**src/rtl/noc_buf_pkg.sv**
```systemverilog
// Shared types and width helpers for the NoC router input buffer.
// Types here are sized for the default configuration; modules derive their own widths from parameters.
package noc_buf_pkg;

  localparam int DEF_DATA_WIDTH = 16;
  localparam int DEF_DEPTH      = 8;
  localparam int DEF_NUM_VC     = 2;

  // Index width that never collapses to zero bits for a single-entry range.
  function automatic int idx_w(input int n);
    return (n <= 2) ? 1 : $clog2(n);
  endfunction

  localparam int DEF_VC_W  = idx_w(DEF_NUM_VC);
  localparam int DEF_PTR_W = idx_w(DEF_DEPTH);
  localparam int DEF_CNT_W = $clog2(DEF_DEPTH + 1);

  typedef logic [DEF_DATA_WIDTH-1:0] flit_t;
  typedef logic [DEF_VC_W-1:0]       vc_idx_t;

endpackage

```
**src/rtl/vc_fifo_ctrl.sv**
```systemverilog
// Pointer and occupancy bookkeeping for one virtual channel; storage lives in the parent.
module vc_fifo_ctrl #(
  parameter int DEPTH = 8,
  parameter int PTR_W = 3,
  parameter int CNT_W = 4
) (
  input  logic             clk,
  input  logic             reset,
  input  logic             wr_acc,
  input  logic             rd_acc,
  output logic [PTR_W-1:0] rd_ptr,
  output logic [PTR_W-1:0] wr_ptr,
  output logic [CNT_W-1:0] count,
  output logic             empty,
  output logic             full
);

  // Explicit wrap so non-power-of-two depths skip the unused pointer codes.
  function automatic logic [PTR_W-1:0] next_ptr(input logic [PTR_W-1:0] p);
    return (p == PTR_W'(DEPTH - 1)) ? '0 : p + PTR_W'(1);
  endfunction

  always_ff @(posedge clk) begin
    if (reset) begin
      rd_ptr <= '0;
      wr_ptr <= '0;
      count  <= '0;
    end else begin
      if (wr_acc) wr_ptr <= next_ptr(wr_ptr);
      if (rd_acc) rd_ptr <= next_ptr(rd_ptr);
      if (wr_acc && !rd_acc)      count <= count + CNT_W'(1);
      else if (rd_acc && !wr_acc) count <= count - CNT_W'(1);
    end
  end

  assign empty = (count == '0);
  assign full  = (count == CNT_W'(DEPTH));

endmodule

```
**src/rtl/vc_input_buffer.sv**
```systemverilog
// Router input buffer: NUM_VC FIFOs over one shared flit array, with credit return and sticky error flags.
module vc_input_buffer
  import noc_buf_pkg::*;
#(
  parameter int DATA_WIDTH = DEF_DATA_WIDTH,
  parameter int DEPTH      = DEF_DEPTH,
  parameter int NUM_VC     = DEF_NUM_VC,
  localparam int VC_W      = idx_w(NUM_VC),
  localparam int PTR_W     = idx_w(DEPTH),
  localparam int CNT_W     = $clog2(DEPTH + 1)
) (
  input  logic                    clk,
  input  logic                    reset,
  input  logic                    wr_en_i,
  input  logic [VC_W-1:0]         wr_vc_i,
  input  logic [DATA_WIDTH-1:0]   wr_data_i,
  input  logic                    rd_en_i,
  input  logic [VC_W-1:0]         rd_vc_i,
  output logic [DATA_WIDTH-1:0]   rd_data_o,
  output logic                    rd_valid_o,
  output logic                    credit_o,
  output logic [VC_W-1:0]         credit_vc_o,
  output logic [NUM_VC-1:0]       empty_o,
  output logic [NUM_VC-1:0]       full_o,
  output logic [NUM_VC*CNT_W-1:0] count_o,
  output logic                    overflow_o,
  output logic                    underflow_o
);

  // Handshake: no backpressure. wr_en_i/rd_en_i are requests accepted or rejected in the
  // same cycle; a rejected request is dropped and raises overflow_o/underflow_o. An accepted
  // read yields rd_valid_o=1 with rd_data_o and a credit_o pulse exactly one cycle later.

  logic [DATA_WIDTH-1:0] mem [NUM_VC][DEPTH];
  logic [PTR_W-1:0]      rd_ptr_v [NUM_VC];
  logic [PTR_W-1:0]      wr_ptr_v [NUM_VC];
  logic [CNT_W-1:0]      cnt_v    [NUM_VC];
  logic                  wr_vc_ok, rd_vc_ok, wr_acc, rd_acc;

  assign wr_vc_ok = (int'(wr_vc_i) < NUM_VC);
  assign rd_vc_ok = (int'(rd_vc_i) < NUM_VC);

  // A same-VC read frees a slot this cycle, so a full VC may still accept the write.
  assign rd_acc = rd_en_i && rd_vc_ok && !empty_o[rd_vc_i];
  assign wr_acc = wr_en_i && wr_vc_ok &&
                  (!full_o[wr_vc_i] || (rd_acc && (rd_vc_i == wr_vc_i)));

  for (genvar g = 0; g < NUM_VC; g++) begin : g_vc
    vc_fifo_ctrl #(
      .DEPTH (DEPTH),
      .PTR_W (PTR_W),
      .CNT_W (CNT_W)
    ) u_ctrl (
      .clk    (clk),
      .reset  (reset),
      .wr_acc (wr_acc && (int'(wr_vc_i) == g)),
      .rd_acc (rd_acc && (int'(rd_vc_i) == g)),
      .rd_ptr (rd_ptr_v[g]),
      .wr_ptr (wr_ptr_v[g]),
      .count  (cnt_v[g]),
      .empty  (empty_o[g]),
      .full   (full_o[g])
    );
    assign count_o[g*CNT_W +: CNT_W] = cnt_v[g];
  end

  // Storage is deliberately not reset; stale contents are unreachable once pointers clear.
  always_ff @(posedge clk) begin
    if (wr_acc && !reset) mem[wr_vc_i][wr_ptr_v[wr_vc_i]] <= wr_data_i;
  end

  always_ff @(posedge clk) begin
    if (reset) begin
      rd_data_o   <= '0;
      rd_valid_o  <= 1'b0;
      credit_o    <= 1'b0;
      credit_vc_o <= '0;
      overflow_o  <= 1'b0;
      underflow_o <= 1'b0;
    end else begin
      rd_valid_o <= rd_acc;
      credit_o   <= rd_acc;
      if (rd_acc) begin
        rd_data_o   <= mem[rd_vc_i][rd_ptr_v[rd_vc_i]];
        credit_vc_o <= rd_vc_i;
      end
      if (wr_en_i && !wr_acc) overflow_o  <= 1'b1;
      if (rd_en_i && !rd_acc) underflow_o <= 1'b1;
    end
  end

endmodule

```
**config.mk**
```make
export PLATFORM = sky130hd
export DESIGN_NAME = vc_input_buffer
export DESIGN_NICKNAME = d
export VERILOG_FILES = /design/src/rtl/noc_buf_pkg.sv /design/src/rtl/vc_fifo_ctrl.sv /design/src/rtl/vc_input_buffer.sv
export SDC_FILE = /design/constraint.sdc
export NUM_CORES = 1
export LEC_CHECK = 0
export CAP_MARGIN = 40
export CORE_MARGIN = 2
export CORE_UTILIZATION = 25
export DETAILED_ROUTE_END_ITERATION = 8
export PLACE_DENSITY = 0.49
export SLEW_MARGIN = 15
export SYNTH_ARGS = -nofsm -noshare
export SYNTH_HDL_FRONTEND = slang
export SYNTH_SLANG_ARGS = --single-unit
```
**constraint.sdc**
```tcl
create_clock -name clk -period 4.5 [get_ports clk]
set_input_delay 0.9 -clock clk [delete_from_list [all_inputs] [get_ports clk]]
set_output_delay 0.9 -clock clk [all_outputs]
set_load 0.1 [all_outputs]
```
==> impl_metrics.yaml <==
synthesis:
  synth_compound_area_frac: 0.0635
  ys_types: 44
  synth_warnings: 0
  synthMuxAreaShare: 0.120
  synthArstFlopShare: 0
  synthAdderAreaFrac: 0.0182
  synth_nets: 754
  synth_top_family_by_area: "multiplexers"
  syn-cell-area_um2: 11800
  synth_seq_cells: 296
  synth.avg_cell_area_um2: 16.5
  synth_edf_count: 256
  synth_xor_area_frac: 0.00296
  synthSimpleGateAreaFrac: 0.0535
  syn_inst: 716
  synthFlopType: "edfxtp_1"
  yosysSeqAreaShare: 0.718
clocking:
  cts-buffers-inserted: 35
  cts_setup_buffers: 0
  cts_resized: 0
  clockBufferDepth: 3
  cts_root_buf: "clkbuf_16"
  htree_levels: 2
  clock_sinks: 296
  cts_tree: "yes"
  path_clk_slew_ps: 60
  clkLatencyLatePin_ps: 510
  holdBufCountCts: 0
layout:
  fin_nets: 869
  fin_util: 0.318
  area_growth_syn_to_layout_pct: 25.4
  nFillCells: 4578
  drive_gt1_frac: 0.190
  final_area_um2: 14800
  diodes: 0
  finalNonFillerCells: 1464
power:
  powerDensity_nw_per_um2: 565
  vdd_drop_max_v: 0.000337
  p_leak_nw: 4.71
critical_path:
  crit_path_end_kind: "flop"
  crit_arrival_ps: 3750
  cp_cell_sequence: "clkdlybuf4s50_1 > nand2_2 > a21oi_1 > ha_1 > inv_1 > ha_1 > a21o_1 > a21oi_1 > mux2i_1 > mux2_2"
  critical_path_class: "primary input to flop"
  worstPathRequired_ps: 4900
  crit_slowest_cell: "clkdlybuf4s50_1"
  worstSetupStartpointType: "primary input"
  max_stage_delay_ps: 700
  cp_max_fo: 11
  cp_top_family: "compound AO/OA/AOI/OAI gates"
  path_buf_inv: 2
timing:
  slew_headroom: 0.466
  finalSetupTns_ps: 0
  hold_viol: 0
  fin_crit_ps: 3350
  setup_viol_count_final: 0
  period_share: 0.745
  clock_skew_ps: 14.5
  drv_slew: 0
  tightest_slew_ps: 802
  timing.fmax_ghz: 0.298
  rsz0062_at_grt: "no"
floorplanning:
  initial_core_util: 0.253
  die_area_um2: 49100
  io_pins: 55
  die_h_um: 221
  die-width_um: 221
  row_count: 79
  core-area_um2: 46700
place:
  port_buffers: 54
  gp_congestion: 0.724
  dp_hpwl_um: 17800
  place_area_um2: 13700
  dp.cells: 1401
global_routing:
  top_usage_layer: "met2"
  gr-usage-met2: 0.197
  overflow: 0
  grt_pass1_vias: 6655
  grt_use_total: 0.120
  grt_pass1_wl_um: 44200
  grtUsageMet3: 0.0154
  grt_max_degree: 40
  grtUsageMet1: 0.164
  antenna_found_initial: 0
run:
  maxCapViolations: 0
drt:
  routedWlPerCell_um: 20.2
  first_pass_iters: 7
  vias: 6645
  ant_nets: 0
  routed_wl_um: 29500
  first_iter_violations: 484
  drcViolationCount: 2
  avgViaCountPerCell: 4.54
hold_path:
  hp-class: "flop to flop"
status:
  violations: "design-rule violations"
  outcome: "finished with violations"
==> cell usage in the layout (no fill, tap or decap), types with 20 or more instances in the layout <==
cell type / n
nand2_1: 20
o22ai_1: 65
edfxtp_1: 256
dfxtp_1: 38
buf_4: 32
clkbuf_16: 35
nor2_1: 23
mux2i_1: 137
clkdlybuf4s50_1: 54
buf_8: 29
==> logic make-up after synthesis <==
group	after synthesis
DFF	296
muxes	141
and+or+nand+nor	107
AOI/OAI and AO/OA	104
buffers and inverters	48
adders and majority gates	16
xor gates and xnor gates	4
==> final timing paths <==
check	from	end	slack [ps]	cells past startpoint
setup reg to reg	g_vc[0].u_ctrl.count[0]$_SDFFE_PP0P_	g_vc[0].u_ctrl.count[3]$_SDFFE_PP0P_	1710	9
setup / recovery	rd_vc_i	g_vc[1].u_ctrl.count[3]$_SDFFE_PP0P_	1150	10
hold / removal	rd_data_o[12]$_SDFFE_PP0P_	rd_data_o[12]$_SDFFE_PP0P_	470	1
hold reg to reg	rd_data_o[12]$_SDFFE_PP0P_	rd_data_o[12]$_SDFFE_PP0P_	470	1
==> metrics by stage <==
| stage | setup WS, ps | hold WS (ps) | power (mW) |
|---|---|---|---|
| global route | 911 | 484 | 8.69 |
| floorplan | 1290 | 472 | 4.93 |
| detailed placement | 625 | 446 | 5.80 |
| finish | 1150 | 466 | 8.37 |
| CTS | 1170 | 466 | 8.48 |
| global placement | 656 | 449 | 5.39 |
==> cell usage after synthesis (2+ instances only) <==
cell type / n / area share
o2bb2ai_1: 7 / 0.0052
nand2_1: 20 / 0.0063
xnor2_1: 2 / 0.0015
clkbuf_1: 10 / 0.0032
clkbuf_2: 2 / 0.00085
fa_1: 2 / 0.0034
a21oi_1: 17 / 0.0072
o2bb2ai_2: 9 / 0.011
nor4_4: 2 / 0.0036
mux2_2: 4 / 0.0038
nor4bb_1: 2 / 0.0017
buf_4: 11 / 0.0070
nand2b_1: 3 / 0.0016
xor2_1: 2 / 0.0015
nor4_1: 16 / 0.0085
ha_1: 14 / 0.015
nor2b_1: 3 / 0.0016
edfxtp_1: 256 / 0.65
o22ai_1: 65 / 0.034
mux2i_1: 137 / 0.12
nor2_1: 39 / 0.012
buf_6: 6 / 0.0057
nor2_4: 2 / 0.0019
or3b_1: 3 / 0.0022
dfxtp_1: 40 / 0.068
nand3b_1: 6 / 0.0038
inv_2: 2 / 0.00064
buf_2: 13 / 0.0055
inv_1: 3 / 0.00095
or3_1: 3 / 0.0016
a21o_1: 2 / 0.0013
==> registers in the layout, indices dropped and copies added, names as in the netlist <==
register,flops
underflow_o,1
overflow_o,1
g_vc.u_ctrl.rd_ptr,6
credit_vc_o,1
credit_o,1
g_vc.u_ctrl.wr_ptr,6
rd_data_o,16
mem,256
g_vc.u_ctrl.count,8
==> power breakdown <==
group / total [mW] / internal, mW / leakage [nW] / switching (mW)
sequential: 3.32 / 3.09 / 2.63 / 0.221
clock: 2.65 / 1.56 / 0.522 / 1.10
combinational: 2.40 / 0.960 / 1.56 / 1.44
==> per-layer routing <==
metal / share of wire / vias up / wire [um]
met5: 0 / - / 0
met4: 0.027 / 0 / 801
met3: 0.040 / 59 / 1170
met2: 0.48 / 151 / 14100
met1: 0.46 / 3385 / 13500
li1: - / 3050 / -
==> layout make-up <==
class / instances / area [um2] / area share
Inverter: 5 / 18.8 / 0.00127
Clock buffer: 45 / 953 / 0.0643
Tap cell: 607 / 759 / 0.0512
Clock inverter: 18 / 125 / 0.00844
Sequential cell: 296 / 8500 / 0.573
Multi-Input combinational cell: 372 / 3090 / 0.208
Timing Repair Buffer: 121 / 1380 / 0.0932
(Power assumes the default switching activity.)
